===== src/rtl/mem_stage.sv =====
// rtl/mem_stage.sv - RV32I memory-access stage: memctrl handshake, stall request, load extension
module mem_stage #(
  parameter int OPT_W = 6
) (
  input  logic             clk,
  input  logic             rst,
  input  logic             rdy,
  input  logic [OPT_W-1:0] in_inst,
  input  logic [4:0]       in_rd,
  input  logic [31:0]      in_vd,
  input  logic             in_w_enable,
  input  logic [31:0]      in_addr,
  output logic             memctrl_req,
  output logic             memctrl_we,
  output logic [31:0]      memctrl_addr,
  output logic [2:0]       memctrl_len,
  output logic [31:0]      memctrl_wdata,
  input  logic             memctrl_done,
  input  logic [31:0]      memctrl_rdata,
  output logic             stall_req,
  output logic [4:0]       wb_rd,
  output logic [31:0]      wb_vd,
  output logic             wb_w_enable
);

  localparam logic [OPT_W-1:0] OP_LB  = OPT_W'(10);
  localparam logic [OPT_W-1:0] OP_LH  = OPT_W'(11);
  localparam logic [OPT_W-1:0] OP_LW  = OPT_W'(12);
  localparam logic [OPT_W-1:0] OP_LBU = OPT_W'(13);
  localparam logic [OPT_W-1:0] OP_LHU = OPT_W'(14);
  localparam logic [OPT_W-1:0] OP_SB  = OPT_W'(15);
  localparam logic [OPT_W-1:0] OP_SH  = OPT_W'(16);
  localparam logic [OPT_W-1:0] OP_SW  = OPT_W'(17);

  typedef enum logic [1:0] {
    S_IDLE = 2'd0,
    S_WAIT = 2'd1,
    S_DONE = 2'd2
  } state_e;

  state_e      state_q, state_d;
  logic [31:0] rdata_q, rdata_d;

  logic        is_load;
  logic        is_store;
  logic        memop;
  logic [2:0]  acc_len;
  logic [31:0] load_val;
  logic        req_raw;

  always_comb begin
    is_load  = 1'b0;
    is_store = 1'b0;
    acc_len  = 3'd0;
    case (in_inst)
      OP_LB, OP_LBU: begin is_load  = 1'b1; acc_len = 3'd1; end
      OP_LH, OP_LHU: begin is_load  = 1'b1; acc_len = 3'd2; end
      OP_LW:         begin is_load  = 1'b1; acc_len = 3'd4; end
      OP_SB:         begin is_store = 1'b1; acc_len = 3'd1; end
      OP_SH:         begin is_store = 1'b1; acc_len = 3'd2; end
      OP_SW:         begin is_store = 1'b1; acc_len = 3'd4; end
      default: ;
    endcase
    memop = is_load | is_store;
  end

  // done is only honoured in WAIT; a pulse in IDLE or DONE is a protocol violation
  always_comb begin
    state_d = state_q;
    rdata_d = rdata_q;
    if (rst) begin
      state_d = S_IDLE;
      rdata_d = 32'd0;
    end else if (rdy) begin
      case (state_q)
        S_IDLE: if (memop) state_d = S_WAIT;
        S_WAIT: begin
          if (memctrl_done) begin
            state_d = S_DONE;
            rdata_d = memctrl_rdata;
          end
        end
        S_DONE:  state_d = S_IDLE;
        default: state_d = S_IDLE;
      endcase
    end
  end

  always_ff @(posedge clk) begin
    state_q <= state_d;
    rdata_q <= rdata_d;
  end

  always_comb begin
    load_val = rdata_q;
    case (in_inst)
      OP_LB:   load_val = {{24{rdata_q[7]}}, rdata_q[7:0]};
      OP_LBU:  load_val = {24'd0, rdata_q[7:0]};
      OP_LH:   load_val = {{16{rdata_q[15]}}, rdata_q[15:0]};
      OP_LHU:  load_val = {16'd0, rdata_q[15:0]};
      default: load_val = rdata_q;
    endcase
  end

  assign req_raw = ((state_q == S_IDLE) && memop) || (state_q == S_WAIT);

  // everything is forced low while rst is high, including the request
  always_comb begin
    memctrl_req   = 1'b0;
    memctrl_we    = 1'b0;
    memctrl_addr  = 32'd0;
    memctrl_len   = 3'd0;
    memctrl_wdata = 32'd0;
    stall_req     = 1'b0;
    wb_rd         = 5'd0;
    wb_vd         = 32'd0;
    wb_w_enable   = 1'b0;
    if (!rst) begin
      if (req_raw) begin
        memctrl_req   = 1'b1;
        memctrl_we    = is_store;
        memctrl_addr  = in_addr;
        memctrl_len   = acc_len;
        memctrl_wdata = in_vd;
      end
      stall_req = memop && (state_q != S_DONE);
      if (!memop) begin
        wb_rd       = in_rd;
        wb_vd       = in_vd;
        wb_w_enable = in_w_enable;
      end else if (is_load && (state_q == S_DONE)) begin
        wb_rd       = in_rd;
        wb_vd       = load_val;
        wb_w_enable = in_w_enable;
      end
    end
  end

endmodule

===== config.mk =====
export PLATFORM = sky130hd
export DESIGN_NAME = mem_stage
export DESIGN_NICKNAME = d
export VERILOG_FILES = /design/src/rtl/mem_stage.sv
export SDC_FILE = /design/constraint.sdc
export NUM_CORES = 1
export LEC_CHECK = 0
export CORE_UTILIZATION = 28
export CTS_CLUSTER_SIZE = 30
export DETAILED_ROUTE_END_ITERATION = 8
export GPL_ROUTABILITY_DRIVEN = 0
export PLACE_DENSITY_LB_ADDON = 0.3
export SYNTH_ARGS = -nofsm -noshare
export SYNTH_HDL_FRONTEND = slang
export SYNTH_SLANG_ARGS = --single-unit

===== constraint.sdc =====
create_clock -name clk -period 3.1 [get_ports clk]
set_clock_uncertainty 0.2 [all_clocks]
set_input_delay 0.93 -clock clk [delete_from_list [all_inputs] [get_ports clk]]
set_output_delay 0.93 -clock clk [all_outputs]
set_load 0.01 [all_outputs]

# Word-level counts from Yosys, hierarchy flattened
# Cells that the tools add are included.
op_classes:
  addsub: 0
  mul: 0
  n_div: 0
  magnitude_cmp: 0
  n_eq_ne: 13
  shift: 0
  n_mux: 27
  bitwise_logic: 1
  n_reduce_logical: 12
op_table:
  columns: ["operator", "count"]
  rows:
  - ["$mux W32", 7]
  - ["$pmux W32 S4", 1]
  - ["$eq A6 B4 Y1 const B", 6]
  - ["$mux W5", 3]
  - ["$eq A6 B5 Y1 const B", 2]
  - ["$mux W1", 10]
  - ["$pmux W3 S3", 1]
  - ["$reduce_or A3 Y1", 3]
  - ["$mux W3", 2]
  - ["$ne A2 B2 Y1 const B", 3]
  - ["$reduce_and A3 Y1", 2]
  - ["$reduce_or A5 Y1", 1]
  - ["$mux W2", 2]
  - ["$pmux W2 S2", 1]
  - ["$logic_and A1 B1 Y1", 3]
  - ["$eq A2 B1 Y1 const B", 1]
  - ["$eq A2 B2 Y1 const B", 1]
  - ["$logic_not A2 Y1", 1]
  - ["$reduce_or A2 Y1", 1]
  - ["$logic_or A1 B1 Y1", 1]
  - ["$or A1 B1 Y1", 1]
totals:
  ff_bits: 34
  latch_bits: 0
  ramBits: 0
  mem_bits_ro: 0
  in_bits: 112
  out_inout_bits: 108
  wordCells: 55
  memories: 0

# Logic depth before layout (Yosys ltp)
# Gate-level depths: netlist (run 1).
depth:
  depth_word: 8
  mapped_depth: 7
  mapped_depth_nobuf: 4

# Worst setup path after synthesis (run 1)
# OpenSTA, ideal clock, no wires.
synth_timing:
  path_type: "in2out"
  startpoint: "input port in_inst[1]"
  endpoint: "output port memctrl_len[0]"
  t_arrival_ns: 2.200
  t_required_ns: 1.970
  path_slack_ns: -0.230
  path_stages: 6
  cell_sequence: "buf_6 -> nor4b_4 -> a21o_2 -> a21oi_2 -> buf_6 -> nor4_1"
synth_via:
  elab_chain_cells: 8
  elab_cells_between_ends: 21
  classes_between: "eq/ne: 8; mux: 5; bitwise: 1; reduce/logical: 7"
synth_rtl:
  columns: ["item", "line_no", "text"]
  rows:
  - ["start: declaration", "8", "input logic [OPT_W-1:0] in_inst,"]
  - ["$eq A6 B4 Y1 / $eq A6 B5 Y1 (equally long branches)", "55", "case (in_inst)"]
  - ["$reduce_or A5 Y1 (no source line) / $reduce_or A3 Y1 (equally long branches)", null, null]
  - ["$mux W1", "55", null]
  - ["$or A1 B1 Y1", "64", "memop = is_load | is_store;"]
  - ["$logic_and A1 B1 Y1", "105", "assign req_raw = ((state_q == S_IDLE) && memop) || (state_q == S_WAIT);"]
  - ["$logic_or A1 B1 Y1", "105", null]
  - ["$mux W3 *", "119", "if (req_raw) begin"]
  - ["$mux W3 *", "118", "if (!rst) begin"]
  - ["end: declaration", "16", "output logic [2:0] memctrl_len,"]
# Every way passes the cells marked *; elsewhere a longest branch is shown, timed or not.

# Final worst setup path (run 1)
layout_timing:
  startpoint: "input port in_inst[1]"
  endpoint: "output port memctrl_addr[12]"
layout_via:
  elab_chain_cells: 8
  elab_cells_between_ends: 17
  classes_between: "eq/ne: 8; mux: 4; bitwise: 1; reduce/logical: 4"
layout_rtl:
  columns: ["item", "line_no", "text"]
  rows:
  - ["$eq A6 B4 Y1 / $eq A6 B5 Y1 (equally long branches)", "55", null]
  - ["$reduce_or A5 Y1 (no source line) / $reduce_or A3 Y1 (equally long branches)", null, null]
  - ["$mux W1", "55", null]
  - ["$or A1 B1 Y1 *", "64", null]
  - ["$logic_and A1 B1 Y1 *", "105", null]
  - ["$logic_or A1 B1 Y1 *", "105", null]
  - ["$mux W32 *", "119", null]
  - ["$mux W32 *", "118", null]
  - ["end: declaration", "15", "output logic [31:0] memctrl_addr,"]
# Marked as above.

==> metrics.md, run 1 <==
| Metric | Value |
|---|---|
| Initial Utilization | 0.286 |
| Final Setup Violations | 108 |
| Worst reg-to-reg setup slack | 1.40 ns |
| Nets | 755 |
| R2R depth | 5 |
| Placed Cells | around 700 |
| Layout cells sized above 1 | 0.531 |
| CP max FO | 6 |
| Outcome | finished, violations left |
| Unrepaired setup endpoints after global routing | yes |
| Vias/cell | 5.15 |
| Synth top area share | 0.258 |
| Worst min path class | reg -> reg |
| 1st-iter DRT viols | 143 |
| Hold buffer count at cts | 0 |
| Storage element area | 681 µm² |
| Drt first pass iters | 4 |
| Wire per inst | 17.5 µm |
| Final Critical Period | roughly 3.6 ns |
| Cells after Synth | 362 |
| Ys async rst share | 0 |
| Hold EP | rdata_q[4]$_SDFFE_PP0P_ |
| CTS sink count | 34 |
| Dpl hpwl | ~9 mm |
| Htree depth | 2 |
| Number of max-cap violations | 0 |
| Yosys top cell by area | dfxtp_1 |
| Largest net degree at the start of global routing | 45 |
| Worst setup EP type | output port |
| Tcrit/Tclk final | 1.17 |
| Root buffer cell | clkbuf_8 |
| Residual DRC count | 0 |
| Via count | 3889 |
| Synthesized area | 0.00263 mm² |
| Top Ports | 220 |
| Failing checks | setup timing |
| GRT Resource Usage Total | 0.262 |
| Post-Syn Area per Cell | 7.28 µm² |
| Seq cells post-synth | 34 |
| Die area | ~0.01 mm² |
| Layout fillers | ~690 |
| EDFF count, synth | 0 |
| Synth warnings | 0 |
| Overflow after GRT | 0 |
| CTS tree | done |
| Worst skew pair latency | 0.29 ns |
| Pwr dens | between 200 and 300 mW/mm² |
| Dominant synthesized flop cell | dfxtp_1 |
| Hold Startpoint | rdata_q[4]$_SDFFE_PP0P_ |
| Rel. slew slack | 0.715 |
| Port Buf Inserts | 219 |
| Vias in the first global route | 3948 |
| Non-Filler Instances | 755 |
| Die height | ~100 µm |
| Row count | 35 |
| Final WS setup | -0.520 ns |
| Slew at the pin with the worst max-slew slack | 0.425 ns |
| Slew Limit Fails | 0 |
| Leak | roughly 2.6 nW |
| Worst r2r dst | rdata_q[17]$_SDFFE_PP0P_ |
| Min-Delay Path Depth | 2 |
| Peak VDD IR | ~0.19 mV |
| Maximum count of clock buffers along a single path | 2 |
| Synth unique cells | 42 |
| Setup TNS | -42.58 ns |
| Final Hold Fails | 0 |
| Initial antenna violation count | 0 |
| CP arrival | 2.49 ns |
| DP Worst Slack | -1.32 ns |
| Ant. Diodes | 0 |
| Die width | 99.0 µm |
| Num CTS Buffers | 5 |
| Final core occ | 0.711 |
| CORE AREA | between 0.009 and 0.01 mm² |
| Area occupied by multi-input gates | 0.00270 mm² |
| Syn nets | 474 |
| Post-route ant nets | 0 |
| FF-to-FF Start | state_q[1]$_SDFFE_PP0P_ |
| CP Data Required Time | between 1.5 and 2 ns |
| Final WL | 13.2 mm |
| Fmax | about 0.28 GHz |
| First-pass GRT wire length | 20.4 mm |
| CTS clock-pin slew for the worst setup and hold paths | 0.08 ns |
| Crit path launch type | primary input |
| Post-synthesis sequential area ratio | 0.258 |
| Synthesis-to-finish area growth | 148% |
| Crit Path Class | in -> out |
| Leading post-synthesis cells by cell area | dfxtp_1, nor3b_1, nand2_1 |
==> worst max-delay path, cell delays in order <==
cell and delay [ns]:
buf_8 0.11, buf_6 0.11, nor4b_4 0.31, a21o_4 0.16, a21oi_4 0.07, buf_12 0.15, buf_12 0.14, buf_16 0.15
nor3b_4 0.20, buf_2 0.16
==> sequential cells by signal, indices dropped and copies added, names as in the netlist <==
register / cells
rdata_q: 32
state_q: 2
==> placed cells by master (no fill, tap or decap), types with 4 or more instances in the layout <==
cell             synthesis  layout
o2bb2ai_4                0      11
nor3b_4                  0      28
nand2_1                 73      73
clkdlybuf4s50_1          0     104
o21ai_2                  0       5
buf_12                   0      13
buf_2                   11      94
buf_16                   0       6
buf_8                    0       4
clkdlybuf4s15_2          0       5
nor3b_2                  9      38
clkbuf_8                 0       5
nor2_1                  19      18
and2_1                   6       5
buf_6                    4      41
buf_4                    2      44
a21oi_4                  1       4
dfxtp_1                 34      34
a21oi_1                 52      48
o2bb2ai_2                0      12
==> cell type report <==
class                   instances  area share
flip-flops and latches         34       0.104
clock inverters                 3      0.0105
clock buffers                   5      0.0105
well taps                     111      0.0212
inverters                       2     0.00172
repair buffers                312       0.439
multi-input cells             288       0.413
==> kinds of logic after synthesis <==
kind of cell	after synthesis	synth area share
multiplexers	1	0.00428
buffers and inverters	41	0.0779
AO/OA/AOI/OAI	96	0.234
flip-flops	34	0.258
AND/OR/NAND/NOR	190	0.425
==> synth_stat cells (2+ instances only) <==
cell,count
o2bb2ai_1,24
clkbuf_1,21
nand2_1,73
nor2_1,19
buf_4,2
inv_1,2
nand3_1,2
nor4_1,5
buf_2,11
a21oi_2,2
nor2b_1,3
nor3b_1,58
nand3b_1,2
and2_1,6
dfxtp_1,34
a31oi_1,2
buf_6,4
a21oi_1,52
nor3b_2,9
o21ai_0,9
==> what timing repair did <==
action | CTS | global route
gates resized for setup | 553 | 36
gates cloned | 8 | 1
endpoints found under the setup margin | 108 | 108
setup buffers | 43 | 1
pin swaps | 40 | 33
==> metal layers <==
layer	routed length, µm	global-route usage	vias up
met5	0	0	-
met4	237	0.0746	0
met3	1020	0.0518	21
met2	6820	0.501	210
met1	5120	0.291	1811
li1	-	-	1847
==> stage by stage <==
stage | hold WS, ns | total power [mW] | cell area, µm²
after floorplan | 0.237 | 0.700 | 3300
after global routing | 0.280 | 1.71 | 6540
final | 0.259 | 1.65 | 6540
after CTS | 0.260 | 1.62 | 6360
after detailed placement | 0.249 | 1.03 | 5820
after global placement | 0.245 | 1.02 | 5820
==> how the worst max path moves through the flow <==
stage / startpoint / endpoint / slack [ns] / depth (start not counted)
after CTS: in_inst[1] / memctrl_addr[12] / -0.52 / 10
after floorplan: in_inst[1] / memctrl_addr[22] / -0.09 / 7
final: in_inst[1] / memctrl_addr[12] / -0.52 / 10
after global placement: in_inst[3] / memctrl_addr[12] / -1.27 / 8
after global routing: in_inst[1] / memctrl_addr[12] / -0.57 / 10
after detailed placement: in_inst[2] / memctrl_addr[6] / -1.32 / 7
==> power by group <==
group | internal, mW | switching [mW]
Clock | 0.322 | 0.181
Combinational | 0.413 | 0.292
Sequential | 0.440 | 0.00177
Power figures use the tool's default switching activity.
==> run 2, diff against run 1 <==
--- a/config.mk
+++ b/config.mk
@@ -5,7 +5,7 @@
 export SDC_FILE = /design/constraint.sdc
 export NUM_CORES = 1
 export LEC_CHECK = 0
-export CORE_UTILIZATION = 28
+export CORE_UTILIZATION = 30
 export CTS_CLUSTER_SIZE = 30
 export DETAILED_ROUTE_END_ITERATION = 8
 export GPL_ROUTABILITY_DRIVEN = 0
==> metrics.md, run 2 (synthesis gave the netlist of run 1 again) <==
| Metric | Value |
|---|---|
| Outcome | finished, violations left |
| Failing checks | setup timing |
| Largest register by flop count | rdata_q |
| Gate power share | 0.455 |
| Layout cells sized above 1 | 0.545 |
| CORE AREA | 0.00834 mm² |
| Layout fillers | 514 |
| Largest register FFs | 32 |
| Worst setup EP type | output port |
| P_sw | 480 µW |
| Hold buffer count at cts | 0 |
| CP max FO | 5 |
| Fmax | roughly 0.28 GHz |
| Htree depth | 2 |
| Synthesis-to-finish area growth | 154% |
| Die height | 95.7 µm |
| Clock share of power | 0.264 |
| Rel. slew slack | 0.685 |
| Crit Path Class | in -> out |
| Most frequent cells in the layout | clkdlybuf4s50_1, buf_2, nand2_1 |
| Most common cell after layout, fill and taps aside | clkdlybuf4s50_1 |
| Peak VDD IR | 0.255 mV |
| Port Buf Inserts | 219 |
| Overflow after GRT | 0 |
| Hold Startpoint | rdata_q[16]$_SDFFE_PP0P_ |
| Residual DRC count | 0 |
| Crit path launch type | primary input |
| Row count | 33 |
| Root buffer cell | clkbuf_8 |
| Num CTS Buffers | 5 |
| Drt first pass iters | 5 |
| Area occupied by multi-input gates | 0.00278 mm² |
| Number of max-cap violations | 0 |
| Pwr dens | 235 mW/mm² |
| Hold EP | rdata_q[16]$_SDFFE_PP0P_ |
| Final Critical Period | 3.55 ns |
| CTS clock-pin slew for the worst setup and hold paths | roughly 0.07 ns |
| Worst reg-to-reg setup slack | around 1.4 ns |
| Pint | 1.09 mW |
| Dpl hpwl | between 9 and 10 mm |
| DP Worst Slack | -1.27 ns |
| Worst min path class | reg -> reg |
| Initial antenna violation count | 0 |
| Nets | 755 |
| Slew at the pin with the worst max-slew slack | 0.470 ns |
| Sequential share of power | 0.281 |
| Maximum count of clock buffers along a single path | 2 |
| CP Data Required Time | a little under 2 ns |
| CTS sink count | 34 |
| GRT Resource Usage Total | 0.290 |
| Initial Utilization | 0.316 |
| Post-route ant nets | 0 |
| Final Setup Violations | 108 |
| R2R depth | 5 |
| Leak | 2.74 nW |
| Min-Delay Path Depth | 2 |
| Tcrit/Tclk final | 1.15 |
| FF-to-FF Start | state_q[1]$_SDFFE_PP0P_ |
| Storage element area | 681 µm² |
| Biggest regs | rdata_q: 32 flops, state_q: 2 flops |
| Ant. Diodes | 0 |
| Largest net degree at the start of global routing | 27 |
| Top Ports | 220 |
| CP arrival | 2.42 ns |
| Worst r2r dst | rdata_q[15]$_SDFFE_PP0P_ |
| Worst skew pair latency | between 0.2 and 0.3 ns |
| Vias/cell | roughly 5.4 |
| Sw Ratio | 0.305 |
| Vias in the first global route | roughly 4000 |
| Die width | 95.7 µm |
| Slew Limit Fails | 0 |
| Final WL | 14.5 mm |
| Via count | a little over 4000 |
| Final WS setup | -0.454 ns |
| First-pass GRT wire length | 20.3 mm |
| CTS tree | done |
| Die area | 0.00916 mm² |
| Unrepaired setup endpoints after global routing | yes |
| Final Hold Fails | 0 |
| 1st-iter DRT viols | about 150 |
| Wire per inst | 19.4 µm |
| Design Power | 1.57 mW |
==> run 2: cell types whose count changed in the layout (fill, tap and decap cells not counted), sizes merged <==
cell	delta
clkdlybuf4s15	-5
clkinv	-1
a21oi	+1
clkinvlp	+2
buf	+5
bufinv	-1
a211o	-1
==> run 2: worst max path at each step <==
stage / cells past startpoint / endpoint / from
floorplan: 7 / memctrl_addr[22] / in_inst[1]
global placement: 7 / wb_vd[17] / in_inst[1]
detailed placement: 7 / memctrl_addr[17] / in_inst[1]
CTS: 10 / memctrl_addr[13] / in_inst[3]
global route: 10 / memctrl_wdata[29] / in_inst[3]
finish: 10 / memctrl_wdata[22] / in_inst[3]
==> run 2: repair_timing <==
item,4_1_cts,5_1_grt
gates cloned,10,2
setup endpoints to repair,108,108
hold endpoints to repair,0,0
pin swaps,85,34
setup buffers,30,12
resized for setup,551,63
==> run 2: power by group through the flow <==
stage / Sequential, mW / Combinational (mW) / Clock (mW)
floorplan: 0.452 / 0.249 / 0
global route: 0.442 / 0.746 / 0.439
detailed placement: 0.452 / 0.578 / 0
CTS: 0.442 / 0.663 / 0.417
finish: 0.442 / 0.715 / 0.416
global placement: 0.452 / 0.570 / 0
==> run 2: area by class of cell <==
cell class / count / area share
Clock buffer: 5 / 0.0103
Clock inverter: 3 / 0.00672
Inverter: 2 / 0.00168
Multi-Input combinational cell: 288 / 0.415
Sequential cell: 34 / 0.102
Tap cell: 105 / 0.0196
Timing Repair Buffer: 312 / 0.445
==> run 2: per-layer routing <==
metal,GRT usage,up-vias,part of all wire
met1,0.326,1898,0.36
met3,0.0742,44,0.086
li1,-,1857,-
met4,0.0871,0,0.032
met5,0,-,0
met2,0.535,234,0.52
==> run 2: critical path, stage by stage <==
cell and delay (ns):
buf_6 0.09, buf_6 0.12, nor4b_4 0.27, a21o_4 0.17, a21oi_4 0.07, buf_6 0.14, buf_4 0.13, clkbuf_16 0.15
nor3b_2 0.17, buf_2 0.17
==> run 2: per-stage QoR <==
stage	util	area (µm²)	hold slack [ns]	instances	TNS, ns
5_1_grt	0.803	6700	0.277	749	-44.88
3_3_place_gp	0.704	5870	0.243	692	-125.54
6_report	0.803	6700	0.262	749	-39.95
3_5_place_dp	0.704	5870	0.251	692	-129.02
2_1_floorplan	-	3300	0.237	362	-6.33
4_1_cts	0.767	6400	0.262	738	-33.46
